===== src/rtl/fir_pkg.sv =====
// Shared types and sizing for the 8-tap FIR sequencer.
package fir_pkg;

    localparam int FIR_TAPS   = 8;
    localparam int FIR_ADDR_W = 3;
    localparam int FIR_DATA_W = 8;

    // Full-precision sum of TAPS products: 2*DATA_WIDTH plus log2(TAPS) guard bits.
    function automatic int fir_acc_width(input int data_width);
        return 2 * data_width + 3;
    endfunction

    localparam int FIR_ACC_W = fir_acc_width(FIR_DATA_W);

    typedef enum logic [1:0] {
        IDLE  = 2'd0,
        MAC   = 2'd1,
        DRAIN = 2'd2,
        OUT   = 2'd3
    } fir_state_t;

endpackage


===== src/rtl/fir_ctrl_if.sv =====
// Sample input, delay-line RAM, coefficient file and result port of the FIR sequencer.
interface fir_ctrl_if import fir_pkg::*; #(
    parameter int DATA_WIDTH = FIR_DATA_W,
    parameter int ACC_WIDTH  = fir_acc_width(DATA_WIDTH)
);
    logic                          in_valid;
    logic                          in_ready;
    logic signed [DATA_WIDTH-1:0]  in_data;
    logic                          ram_en;
    logic                          ram_we;
    logic [FIR_ADDR_W-1:0]         ram_addr;
    logic signed [DATA_WIDTH-1:0]  ram_di;
    logic signed [DATA_WIDTH-1:0]  ram_dio;
    logic [FIR_ADDR_W-1:0]         coef_addr;
    logic signed [DATA_WIDTH-1:0]  coef_data;
    logic                          out_valid;
    logic                          out_ready;
    logic signed [ACC_WIDTH-1:0]   out_data;

    // master is the sequencer; slave is the surrounding source, RAM, coefficients and sink.
    modport master (
        input  in_valid, in_data, ram_dio, coef_data, out_ready,
        output in_ready, ram_en, ram_we, ram_addr, ram_di, coef_addr, out_valid, out_data
    );

    modport slave (
        output in_valid, in_data, ram_dio, coef_data, out_ready,
        input  in_ready, ram_en, ram_we, ram_addr, ram_di, coef_addr, out_valid, out_data
    );

endinterface


===== src/rtl/fir_mac.sv =====
// Signed multiply-accumulate; clear has priority over enable.
module fir_mac #(
    parameter int DATA_WIDTH = 8,
    parameter int ACC_WIDTH  = 19
) (
    input  logic                         clock,
    input  logic                         reset,
    input  logic                         clear,
    input  logic                         en,
    input  logic signed [DATA_WIDTH-1:0] a,
    input  logic signed [DATA_WIDTH-1:0] b,
    output logic signed [ACC_WIDTH-1:0]  acc
);
    logic signed [2*DATA_WIDTH-1:0] prod;
    logic signed [ACC_WIDTH-1:0]    prod_ext;

    assign prod     = a * b;
    assign prod_ext = {{(ACC_WIDTH-2*DATA_WIDTH){prod[2*DATA_WIDTH-1]}}, prod};

    always_ff @(posedge clock or posedge reset) begin
        if (reset) begin
            acc <= '0;
        end else if (clear) begin
            acc <= '0;
        end else if (en) begin
            acc <= acc + prod_ext;
        end
    end

endmodule


===== src/rtl/fir_ctrl.sv =====
// FIR sequencer: accept a sample, shift it into the delay line, walk all taps, present the sum.
module fir_ctrl import fir_pkg::*; #(
    parameter int DATA_WIDTH = FIR_DATA_W,
    parameter int TAPS       = FIR_TAPS,
    parameter int ACC_WIDTH  = fir_acc_width(DATA_WIDTH)
) (
    input  logic      clock,
    input  logic      reset,
    fir_ctrl_if.master bus
);
    localparam logic [FIR_ADDR_W-1:0] LAST_TAP = FIR_ADDR_W'(TAPS - 1);

    fir_state_t                    state_reg, state_next;
    logic [FIR_ADDR_W-1:0]         k_reg, k_next;
    logic                          pend_reg;
    logic signed [DATA_WIDTH-1:0]  coef_q_reg;
    logic signed [ACC_WIDTH-1:0]   acc;

    logic                          acc_clear;
    logic                          in_ready;
    logic                          ram_en;
    logic                          ram_we;
    logic [FIR_ADDR_W-1:0]         ram_addr;
    logic signed [DATA_WIDTH-1:0]  ram_di;
    logic [FIR_ADDR_W-1:0]         coef_addr;
    logic                          out_valid;

    always_ff @(posedge clock or posedge reset) begin
        if (reset) begin
            state_reg  <= IDLE;
            k_reg      <= '0;
            pend_reg   <= 1'b0;
            coef_q_reg <= '0;
        end else begin
            state_reg <= state_next;
            k_reg     <= k_next;
            // RAM read data lags the address by one cycle, so the coefficient is delayed to match.
            pend_reg  <= (state_reg == MAC);
            if (state_reg == MAC) begin
                coef_q_reg <= bus.coef_data;
            end
        end
    end

    always_comb begin
        state_next = state_reg;
        k_next     = k_reg;
        acc_clear  = 1'b0;
        in_ready   = 1'b0;
        ram_en     = 1'b0;
        ram_we     = 1'b0;
        ram_addr   = '0;
        ram_di     = '0;
        coef_addr  = '0;
        out_valid  = 1'b0;
        unique case (state_reg)
            IDLE: begin
                in_ready = 1'b1;
                if (bus.in_valid) begin
                    ram_en     = 1'b1;
                    ram_we     = 1'b1;
                    ram_di     = bus.in_data;
                    acc_clear  = 1'b1;
                    k_next     = '0;
                    state_next = MAC;
                end
            end
            MAC: begin
                ram_en    = 1'b1;
                ram_addr  = k_reg;
                coef_addr = k_reg;
                if (k_reg == LAST_TAP) begin
                    state_next = DRAIN;
                end else begin
                    k_next = k_reg + 1'b1;
                end
            end
            DRAIN: begin
                state_next = OUT;
            end
            OUT: begin
                out_valid = 1'b1;
                if (bus.out_ready) begin
                    state_next = IDLE;
                end
            end
            default: begin
                state_next = IDLE;
            end
        endcase
    end

    fir_mac #(
        .DATA_WIDTH (DATA_WIDTH),
        .ACC_WIDTH  (ACC_WIDTH)
    ) u_mac (
        .clock (clock),
        .reset (reset),
        .clear (acc_clear),
        .en    (pend_reg),
        .a     (bus.ram_dio),
        .b     (coef_q_reg),
        .acc   (acc)
    );

    assign bus.in_ready  = in_ready;
    assign bus.ram_en    = ram_en;
    assign bus.ram_we    = ram_we;
    assign bus.ram_addr  = ram_addr;
    assign bus.ram_di    = ram_di;
    assign bus.coef_addr = coef_addr;
    assign bus.out_valid = out_valid;
    assign bus.out_data  = acc;

endmodule

===== src/flat_wrapper.sv =====
// flat-port wrapper written by rule: the top's interface ports become plain ports
module fir_ctrl_flat import fir_pkg::*;
#(
    parameter int DATA_WIDTH = FIR_DATA_W,
    parameter int TAPS       = FIR_TAPS,
    parameter int ACC_WIDTH  = fir_acc_width(DATA_WIDTH)
)
  (clock, reset, bus_in_valid, bus_in_data, bus_ram_dio, bus_coef_data, bus_out_ready, bus_in_ready, bus_ram_en, bus_ram_we, bus_ram_addr, bus_ram_di, bus_coef_addr, bus_out_valid, bus_out_data);
  fir_ctrl_if #(.DATA_WIDTH(DATA_WIDTH), .ACC_WIDTH(ACC_WIDTH)) bus_i ();
  input  logic clock;
  input  logic reset;
  input wire logic [$bits(bus_i.in_valid)-1:0] bus_in_valid;
  input wire logic [$bits(bus_i.in_data)-1:0] bus_in_data;
  input wire logic [$bits(bus_i.ram_dio)-1:0] bus_ram_dio;
  input wire logic [$bits(bus_i.coef_data)-1:0] bus_coef_data;
  input wire logic [$bits(bus_i.out_ready)-1:0] bus_out_ready;
  output wire logic [$bits(bus_i.in_ready)-1:0] bus_in_ready;
  output wire logic [$bits(bus_i.ram_en)-1:0] bus_ram_en;
  output wire logic [$bits(bus_i.ram_we)-1:0] bus_ram_we;
  output wire logic [$bits(bus_i.ram_addr)-1:0] bus_ram_addr;
  output wire logic [$bits(bus_i.ram_di)-1:0] bus_ram_di;
  output wire logic [$bits(bus_i.coef_addr)-1:0] bus_coef_addr;
  output wire logic [$bits(bus_i.out_valid)-1:0] bus_out_valid;
  output wire logic [$bits(bus_i.out_data)-1:0] bus_out_data;
  assign bus_i.in_valid = bus_in_valid;
  assign bus_i.in_data = bus_in_data;
  assign bus_i.ram_dio = bus_ram_dio;
  assign bus_i.coef_data = bus_coef_data;
  assign bus_i.out_ready = bus_out_ready;
  assign bus_in_ready = bus_i.in_ready;
  assign bus_ram_en = bus_i.ram_en;
  assign bus_ram_we = bus_i.ram_we;
  assign bus_ram_addr = bus_i.ram_addr;
  assign bus_ram_di = bus_i.ram_di;
  assign bus_coef_addr = bus_i.coef_addr;
  assign bus_out_valid = bus_i.out_valid;
  assign bus_out_data = bus_i.out_data;
  fir_ctrl #(.DATA_WIDTH(DATA_WIDTH), .TAPS(TAPS), .ACC_WIDTH(ACC_WIDTH)) u_core (.clock(clock), .reset(reset), .bus(bus_i));
endmodule

===== config.mk =====
export PLATFORM = sky130hd
export DESIGN_NAME = fir_ctrl_flat
export DESIGN_NICKNAME = d
export VERILOG_FILES = /design/src/rtl/fir_pkg.sv /design/src/rtl/fir_ctrl_if.sv /design/src/rtl/fir_mac.sv /design/src/rtl/fir_ctrl.sv /design/src/flat_wrapper.sv
export SDC_FILE = /design/constraint.sdc
export NUM_CORES = 1
export LEC_CHECK = 0
export BUFFER_PORTS_ARGS = -buffer_cell sky130_fd_sc_hd__buf_2
export CAP_MARGIN = 20
export CORE_ASPECT_RATIO = 1.1
export CORE_MARGIN = 10
export CORE_UTILIZATION = 40
export CTS_CLUSTER_DIAMETER = 100
export DETAILED_ROUTE_END_ITERATION = 10
export HOLD_SLACK_MARGIN = 0.08
export PLACE_DENSITY = 0.58
export SLEW_MARGIN = 20
export SYNTH_ARGS = -nofsm -noshare
export SYNTH_HDL_FRONTEND = slang
export SYNTH_SLANG_ARGS = --single-unit

===== constraint.sdc =====
create_clock -name clock -period 6.9 [get_ports clock]
set_clock_uncertainty 0.2 [all_clocks]
set_input_delay 0.345 -clock clock [delete_from_list [all_inputs] [get_ports clock]]
set_output_delay 0.345 -clock clock [all_outputs]
set_load 0.005 [all_outputs]

==> Word level (Yosys, flattened, before mapping) <==
Cells that the tools add are included.
{ "word_totals": {"ff_bits": 33, "output_inout_bits": 37, "elab_cells": 38} }
{ "classes": {"add_sub_neg": 2, "mul": 1, "eq_ne": 8, "mux": 17, "n_reduce_logical": 5} }
{ "ops": {"columns": ["operator", "n"], "rows": [
  ["19-bit 2-to-1 mux", 2],
  ["19-bit by 16-bit adder with 19-bit output", 1],
  ["8-bit by 8-bit multiplier with 16-bit output", 1],
  ["8-bit 2-to-1 mux", 2],
  ["3-bit 2-to-1 mux", 3],
  ["2-bit != test, second input constant", 4],
  ["2-bit case mux with 4 select lines", 1],
  ["2-bit 2-to-1 mux", 3],
  ["3-bit case mux with 2 select lines", 1],
  ["3-bit AND reduction", 2],
  ["2-bit equality test, second input constant", 2],
  ["1-bit 2-to-1 mux", 4],
  ["2-bit nonzero test", 2],
  ["3-bit by 1-bit adder with 3-bit output, second input constant", 1],
  ["3-bit equality test, second input constant", 1],
  ["2-bit by 1-bit equality test with 1-bit output, second input constant", 1],
  ["2-bit logical NOT", 1],
  ["1-bit case mux with 2 select lines", 1]
]} }

==> Logic depth before layout (Yosys ltp) <==
Gate-level depths: netlist of run 1.
{ "logic_depth": {"word_depth": 4, "depth_mapped": 18, "ltp_nobuf": 17} }

==> Modules after synthesis <==
A second synthesis of run 1 with hierarchy kept.
{ "unflattened": {"hier_cells": 505, "hier_area_um2": 5041.1} }
{ "modules_own_cells": {"columns": ["module", "n_inst", "cells_each", "area_each_um2", "seq_area_each_um2"], "rows": [
  ["fir_mac", 1, 434, 4229.1, 475.5],
  ["fir_ctrl", 1, 71, 812.0, 350.3]
]} }

==> Worst setup path after synthesis of run 1 <==
OpenSTA, ideal clock, no wires.
{ "synth_timing": {"path_kind": "register to register", "startpoint": "reg u_core.coef_q_reg[0]", "endpoint": "reg u_core.u_mac.acc[18]", "t_arrival_ps": 4949, "required_ps": 6614, "slack_ps": 1665, "path_stages_with_launch": 17, "n_path_buf": 1, "period_less_slack_ps": 5235, "path_cell_list": "dfrtp_1 -> clkbuf_1 -> and2_1 -> inv_1 -> fa_1 -> inv_1 -> fa_1 -> fa_1 -> fa_1 -> fa_1 -> ha_1 -> o21ai_0 -> o21ai_2 -> a21oi_2 -> a21oi_2 -> and3_4 -> nor3_1"} }
{ "synth_via": {"elab_chain_cells": 4} }
{ "synth_rtl": {"columns": ["item", "line_no", "source"], "rows": [
  ["start: declaration", "fir_ctrl.sv:16", "logic signed [DATA_WIDTH-1:0] coef_q_reg;"],
  ["start signal: assignment", "fir_ctrl.sv:40", "coef_q_reg <= bus.coef_data;"],
  ["8-bit by 8-bit multiplier with 16-bit output", "fir_mac.sv:17", "assign prod = a * b;"],
  ["19-bit by 16-bit adder with 19-bit output", "fir_mac.sv:26", "acc <= acc + prod_ext;"],
  ["19-bit 2-to-1 mux", "fir_mac.sv:25", "end else if (en) begin"],
  ["19-bit 2-to-1 mux", "fir_mac.sv:23", "end else if (clear) begin"],
  ["end signal: assignment", "fir_mac.sv:26", null],
  ["end: declaration", "fir_mac.sv:12", "output logic signed [ACC_WIDTH-1:0] acc"]
]} }
No other way between the ends. The select of a mux whose other input is x is not followed.
A chain may end at the register's enable or synchronous reset.

==> Final worst setup path of run 1 <==
Ends and elaborated chain as after synthesis.

==> results of run 1 <==
[cells in the final DEF (no fill, tap or decap), types with 14 or more instances in the layout]
master / instances
fa_1: 84
dfrtp_1: 32
mux2i_1: 14
nand2_1: 31
ha_1: 50
inv_1: 101
nor2_1: 23
xnor2_1: 15
and2_1: 35
buf_2: 64
[through the flow]
stage	cell area [um2]	hold slack [ns]
CTS	5650	0.0896
finish	5650	0.0933
global placement	5470	0.260
detailed placement	5470	0.268
global route	5650	0.0944
floorplan	5030	0.274
[worst max-delay path, cell delays in order, from the launching register on]
cell	delay (ns)
dfrtp_1	0.53
and2_1	0.69
inv_1	0.14
fa_1	0.50
inv_1	0.05
fa_1	0.51
fa_1	0.44
fa_1	0.53
fa_1	0.49
ha_1	0.27
a211oi_1	0.38
o21ai_2	0.15
a21oi_2	0.21
a21oi_2	0.09
and3_4	0.18
nor3_1	0.17
[worst max path at each step]
stage	from	to	slack [ns]	depth (start not counted)
5_1_grt	u_core.coef_q_reg[0]$_DFFE_PP0P_	u_core.u_mac.acc[18]$_DFFE_PP0P_	0.91	15
6_report	u_core.coef_q_reg[0]$_DFFE_PP0P_	u_core.u_mac.acc[18]$_DFFE_PP0P_	1.28	15
3_5_place_dp	u_core.coef_q_reg[0]$_DFFE_PP0P_	u_core.u_mac.acc[18]$_DFFE_PP0P_	1.25	15
3_3_place_gp	u_core.coef_q_reg[0]$_DFFE_PP0P_	u_core.u_mac.acc[18]$_DFFE_PP0P_	1.40	15
2_1_floorplan	u_core.coef_q_reg[0]$_DFFE_PP0P_	u_core.u_mac.acc[18]$_DFFE_PP0P_	1.67	16
4_1_cts	u_core.coef_q_reg[0]$_DFFE_PP0P_	u_core.u_mac.acc[18]$_DFFE_PP0P_	1.22	15
[synthesized netlist by cell type (3+ instances only)]
library cell,count
mux2_2,9
mux2i_1,14
a211oi_1,3
and3_1,9
clkbuf_1,8
nand3_1,3
nor2b_1,9
inv_1,101
nor2_1,23
o21a_1,3
buf_4,3
dfrtp_1,33
nand4_1,3
a21oi_1,12
a21oi_2,3
nand2_1,31
o21ai_0,8
xnor2_1,15
ha_1,50
nor3b_1,6
and2_1,35
a21o_1,4
fa_1,84
[cell type report]
cell class                      count  area (um2)
Timing Repair Buffer               66         338
Clock buffer                        7         143
Clock inverter                      1        30.0
Multi-Input combinational cell    352        3740
Sequential cell                    33         827
Tap cell                          154         193
Fill cell                        1207        6540
Inverter                          102         383
[routing by layer]
layer | global-route usage, % | vias to the layer above
li1 | - | 1689
met1 | 16.5 | 1841
met2 | 24.7 | 44
met3 | 2.69 | 10
met4 | 2.28 | 0
met5 | 0 | -
[kinds of logic after synthesis]
group           Yosys count
compound gates           52
xor+xnor                 16
fa+ha+maj               134
buf+inv                 117
flops                    33
mux                      23
simple gates            127
==> run_results.csv, run 1 <==
group,metric,value,unit
worst_setup_path,required,6.89,ns
worst_hold_path,hp-start,"bus_coef_data[6]",
worst_setup_path,r2r_start,"u_core.coef_q_reg[0]$_DFFE_PP0P_",
clock_network,clk_path_buf_depth,2,
detailed_routing,routed-wl-met3,368,um
clock_network,clk_pin_slew,0.05,ns
clock_network,cts_max_level,2,
synth,yosys_register_bits,33,
clock_network,clock-sinks,33,
placed_design,dpl.cell_count,706,
floorplanning,die_h,138,um
global_route,grt_pass1_wl,19.7,mm
worst_setup_path,r2r_end,"u_core.u_mac.acc[18]$_DFFE_PP0P_",
worst_setup_path,worstSetupEndpointType,"register",
global_route,first_global_vias,3936,
placed_design,pre_cts_ws,1.25,ns
synth,ys_types,49,
synth,synth_top_family_by_area,"adder cells",
clock_network,cts_resized,0,
worst_hold_path,holdPathEnd,"u_core.coef_q_reg[6]$_DFFE_PP0P_",
detailed_routing,drcViolationCount,0,
placed_design,place_congestion,0.834,
floorplanning,initial_core_util,41.3,%
worst_setup_path,crit_type,"reg2reg",
detailed_routing,drt_iter0_markers,122,
detailed_routing,postRouteAntennaNets,0,
finish,nets,722,
synth,synthTopCellsByArea,"fa_1, dfrtp_1, ha_1",
synth,async_flop_share,100,%
clock_network,clk_latency,0.28,ns
sta,slew_headroom,48.8,%
detailed_routing,wl_per_cell,15.9,um
synth,synth_compound_area_share,7.56,%
clock_network,ctsHoldBuffers,1,
worst_hold_path,timing.hold.worst_path_depth,2,
clock_network,cts-buffers-inserted,5,
sta,tns,0,ns
worst_setup_path,worst-path-max-fanout,12,
finish,area_growth,12.4,%
global_route,track_usage,13.6,%
floorplanning,die_w,127,um
global_route,antenna_found_initial,0,
clock_network,clockRootBuffer,"clkbuf_16",
placed_design,port_buffers,64,
finish,largest_reg_flops,19,
synth,yosys.area.top_type,"fa_1",
worst_setup_path,reg2regPathDepth,15,
job,maxCapViolCount,0,
sta,worstMarginPinSlew,0.769,ns
clock_network,cts_tree,"yes",
synth,netlist.area_leader.share,33.4,%
sta,finalCriticalPeriod,5.62,ns
finish,antenna-diode-count,0,
worst_hold_path,hp-class,"in2reg",
sta,max_clock_freq,178,MHz
floorplanning,io_pins,65,
synth,synthAdderAreaFrac,45.9,%
detailed_routing,first_pass_iters,4,
detailed_routing,met1Wirelength,4.83,mm
sta,finalWorstSetupSlack,1.28,ns
detailed_routing,via_per_inst,5.01,
global_route,grt_max_degree,34,
floorplanning,core,0.0122,mm2
synth,yosysWarnings,0,
placed_design,dp_hpwl,9.63,mm
synth,syn_area,0.00503,mm2
synth,ys_seq_area_share,16.4,%
synth,syn_inst,502,
finish,drive_gt1_share,16.0,%
floorplanning,num_rows,42,
detailed_routing,vias,3584,
worst_setup_path,r2r_slack,1.28,ns
floorplanning,dieArea,0.0175,mm2
synth,syn_area_per_cell,10.0,um2
worst_setup_path,cp.arrival,5.61,ns
status,status,"finished, final reports clean",
sta,finalSetupViolations,0,
worst_setup_path,crit_path_start_kind,"register",
synth,syn_nets,664,
global_route,overflow,0,
detailed_routing,wl_met2,6.03,mm
detailed_routing,highest_layer,"met4",
synth,synth-main-ff-cell,"dfrtp_1",
sta,hold_violations,0,
clock_network,cts_setup_buffers,0,
finish,finalNonFillerCells,715,
synth,synth_edf_count,0,
finish,post-route-util,46.4,%
sta,rsz0062_at_grt,"no",
sta,slew_viol_final,0,
synth,synth_mux_area_share,4.80,%
detailed_routing,routed_wl,11.3,mm
synth,synth-simple-area-share,13.3,%
sta,fin_crit_sh,81.4,%
synth,synthXorXnorAreaFrac,2.79,%
Power of run 1 is not shown: default switching activity piles up to over one toggle a cycle in this logic, so the estimate is an artifact.
==> run 2, diff against run 1 <==
clock period = 5.75 ns   (was 6.9 ns; I/O delays follow)
==> run 2 against run 1 <==
  * Routed wire length increased by 3.5%
  * Critical endpoint is now u_core.u_mac.acc[14]$_DFFE_PP0P_
  * First-iteration DRC count increased by 24%
  * Via count increased by 1.8%
  * Sequential share of layout area decreased by 0.24 points
==> run_results.csv, run 2 (synthesized netlist as in run 1, its figures left out) <==
group,metric,value,unit
worst_setup_path,cp_num_buf_inv,0,
sta,rsz0062_at_grt,"no",
finish,final_common_cell,"inv_1",
worst_setup_path,crit_chain,"and2_1 > fa_1 > fa_1 > fa_1 > fa_1 > ha_1 > ha_1 > a2111oi_2 > o21ai_2 > a41oi_1 > xnor2_1 > mux2i_1 > nor2_1",
sta,tns,0,ns
clock_network,ctsHoldBuffers,9,
global_route,first_global_vias,4057,
global_route,track_usage,14.2,%
sta,worstMarginPinSlew,0.673,ns
global_route,grt_max_degree,34,
finish,post-route-util,47.1,%
placed_design,pre_cts_ws,0.471,ns
clock_network,clk_pin_slew,0.05,ns
clock_network,clk_path_buf_depth,2,
worst_setup_path,cp_top_family,"adder cells",
detailed_routing,wl_per_cell,16.1,um
detailed_routing,drcViolationCount,0,
clock_network,clock-sinks,33,
sta,hold_violations,0,
worst_setup_path,path_common_cell,"fa_1",
worst_setup_path,crit_path_start_kind,"register",
worst_setup_path,r2r_end,"u_core.u_mac.acc[14]$_DFFE_PP0P_",
sta,slew_viol_final,0,
detailed_routing,postRouteAntennaNets,0,
clock_network,cts-buffers-inserted,5,
placed_design,dp_hpwl,9.84,mm
worst_hold_path,hp-class,"in2reg",
clock_network,clockRootBuffer,"clkbuf_16",
clock_network,clk_latency,0.27,ns
floorplanning,initial_core_util,41.3,%
finish,nets,734,
worst_hold_path,timing.hold.worst_path_depth,3,
placed_design,place_congestion,0.802,
sta,finalSetupViolations,0,
finish,largest_reg_flops,19,
floorplanning,dieArea,0.0175,mm2
floorplanning,die_w,127,um
worst_setup_path,r2r_start,"u_core.coef_q_reg[1]$_DFFE_PP0P_",
worst_setup_path,crit_type,"reg2reg",
global_route,grt_pass1_wl,20.5,mm
finish,layout_common_cells,"inv_1, fa_1, buf_2, ha_1, and2_1",
clock_network,cts_setup_buffers,0,
global_route,overflow,0,
detailed_routing,via_per_inst,5.02,
worst_setup_path,cp.arrival,5.31,ns
finish,antenna-diode-count,0,
clock_network,cts_resized,0,
worst_setup_path,slowest_delay,0.60,ns
worst_setup_path,r2r_slack,0.43,ns
detailed_routing,vias,3648,
floorplanning,io_pins,65,
worst_setup_path,worstSetupEndpointType,"register",
worst_setup_path,required,5.74,ns
sta,max_clock_freq,188,MHz
worst_hold_path,holdPathEnd,"u_core.state_reg[0]$_DFFE_PP0P_",
worst_hold_path,hp-start,"bus_out_ready",
finish,area_growth,14.3,%
floorplanning,num_rows,42,
worst_setup_path,crit_cells,13,
job,maxCapViolCount,0,
floorplanning,die_h,138,um
clock_network,cts_tree,"yes",
worst_setup_path,reg2regPathDepth,13,
worst_setup_path,cp_slowest_cell,"and2_1",
detailed_routing,drt_iter0_markers,151,
sta,fin_crit_sh,92.5,%
sta,finalWorstSetupSlack,0.429,ns
detailed_routing,routed_wl,11.7,mm
floorplanning,core,0.0122,mm2
sta,slew_headroom,55.2,%
detailed_routing,first_pass_iters,4,
worst_setup_path,worst-path-max-fanout,11,
sta,finalCriticalPeriod,5.32,ns
finish,drive_gt1_share,16.6,%
global_route,antenna_found_initial,0,
clock_network,cts_max_level,2,
placed_design,port_buffers,64,
status,status,"finished, final reports clean",
-- run 2: cell types whose count changed in the layout (fill, tap and decap cells not counted), sizes merged --
cell and delta:
bufinv -1, dlygate4sd3 +8, buf +4, clkinv +1
-- run 2: layout make-up --
class | instances | area, um2
clock inverters | 1 | 5.00
repair buffers | 78 | 448
fillers | 1174 | 6440
inverters | 102 | 383
flip-flops and latches | 33 | 827
clock buffers | 7 | 153
multi-input cells | 352 | 3740
well taps | 154 | 193
-- run 2: stage by stage --
stage | cells | cell area, um2 | hold slack [ns]
floorplan | 502 | 5030 | 0.216
global placement | 710 | 5500 | 0.203
detailed placement | 710 | 5500 | 0.207
CTS | 727 | 5750 | 0.265
global route | 727 | 5750 | 0.314
finish | 727 | 5750 | 0.266
-- run 2: worst max-delay path by stage --
stage	startpoint	endpoint	slack, ns
after floorplan	u_core.coef_q_reg[0]$_DFFE_PP0P_	u_core.u_mac.acc[18]$_DFFE_PP0P_	0.52
after detailed placement	u_core.coef_q_reg[1]$_DFFE_PP0P_	u_core.u_mac.acc[18]$_DFFE_PP0P_	0.47
after CTS	u_core.coef_q_reg[1]$_DFFE_PP0P_	u_core.u_mac.acc[14]$_DFFE_PP0P_	0.42
final	u_core.coef_q_reg[1]$_DFFE_PP0P_	u_core.u_mac.acc[14]$_DFFE_PP0P_	0.43
after global routing	u_core.coef_q_reg[1]$_DFFE_PP0P_	u_core.u_mac.acc[14]$_DFFE_PP0P_	0.17
after global placement	u_core.coef_q_reg[0]$_DFFE_PP0P_	u_core.u_mac.acc[17]$_DFFE_PP0P_	0.53
-- run 2: worst min-delay path: stages --
cell	delay, ns
buf_2	0.10
o22ai_1	0.14
o32a_1	0.17
-- run 2: layer usage --
layer	vias to the layer above	routed length, um	GRT usage, %
li1	1715	-	-
met4	0	129	2.78
met1	1848	4870	17.2
met5	-	0	0
met2	71	6310	25.8
met3	14	430	2.61
Power of run 2 is left out for the same reason.
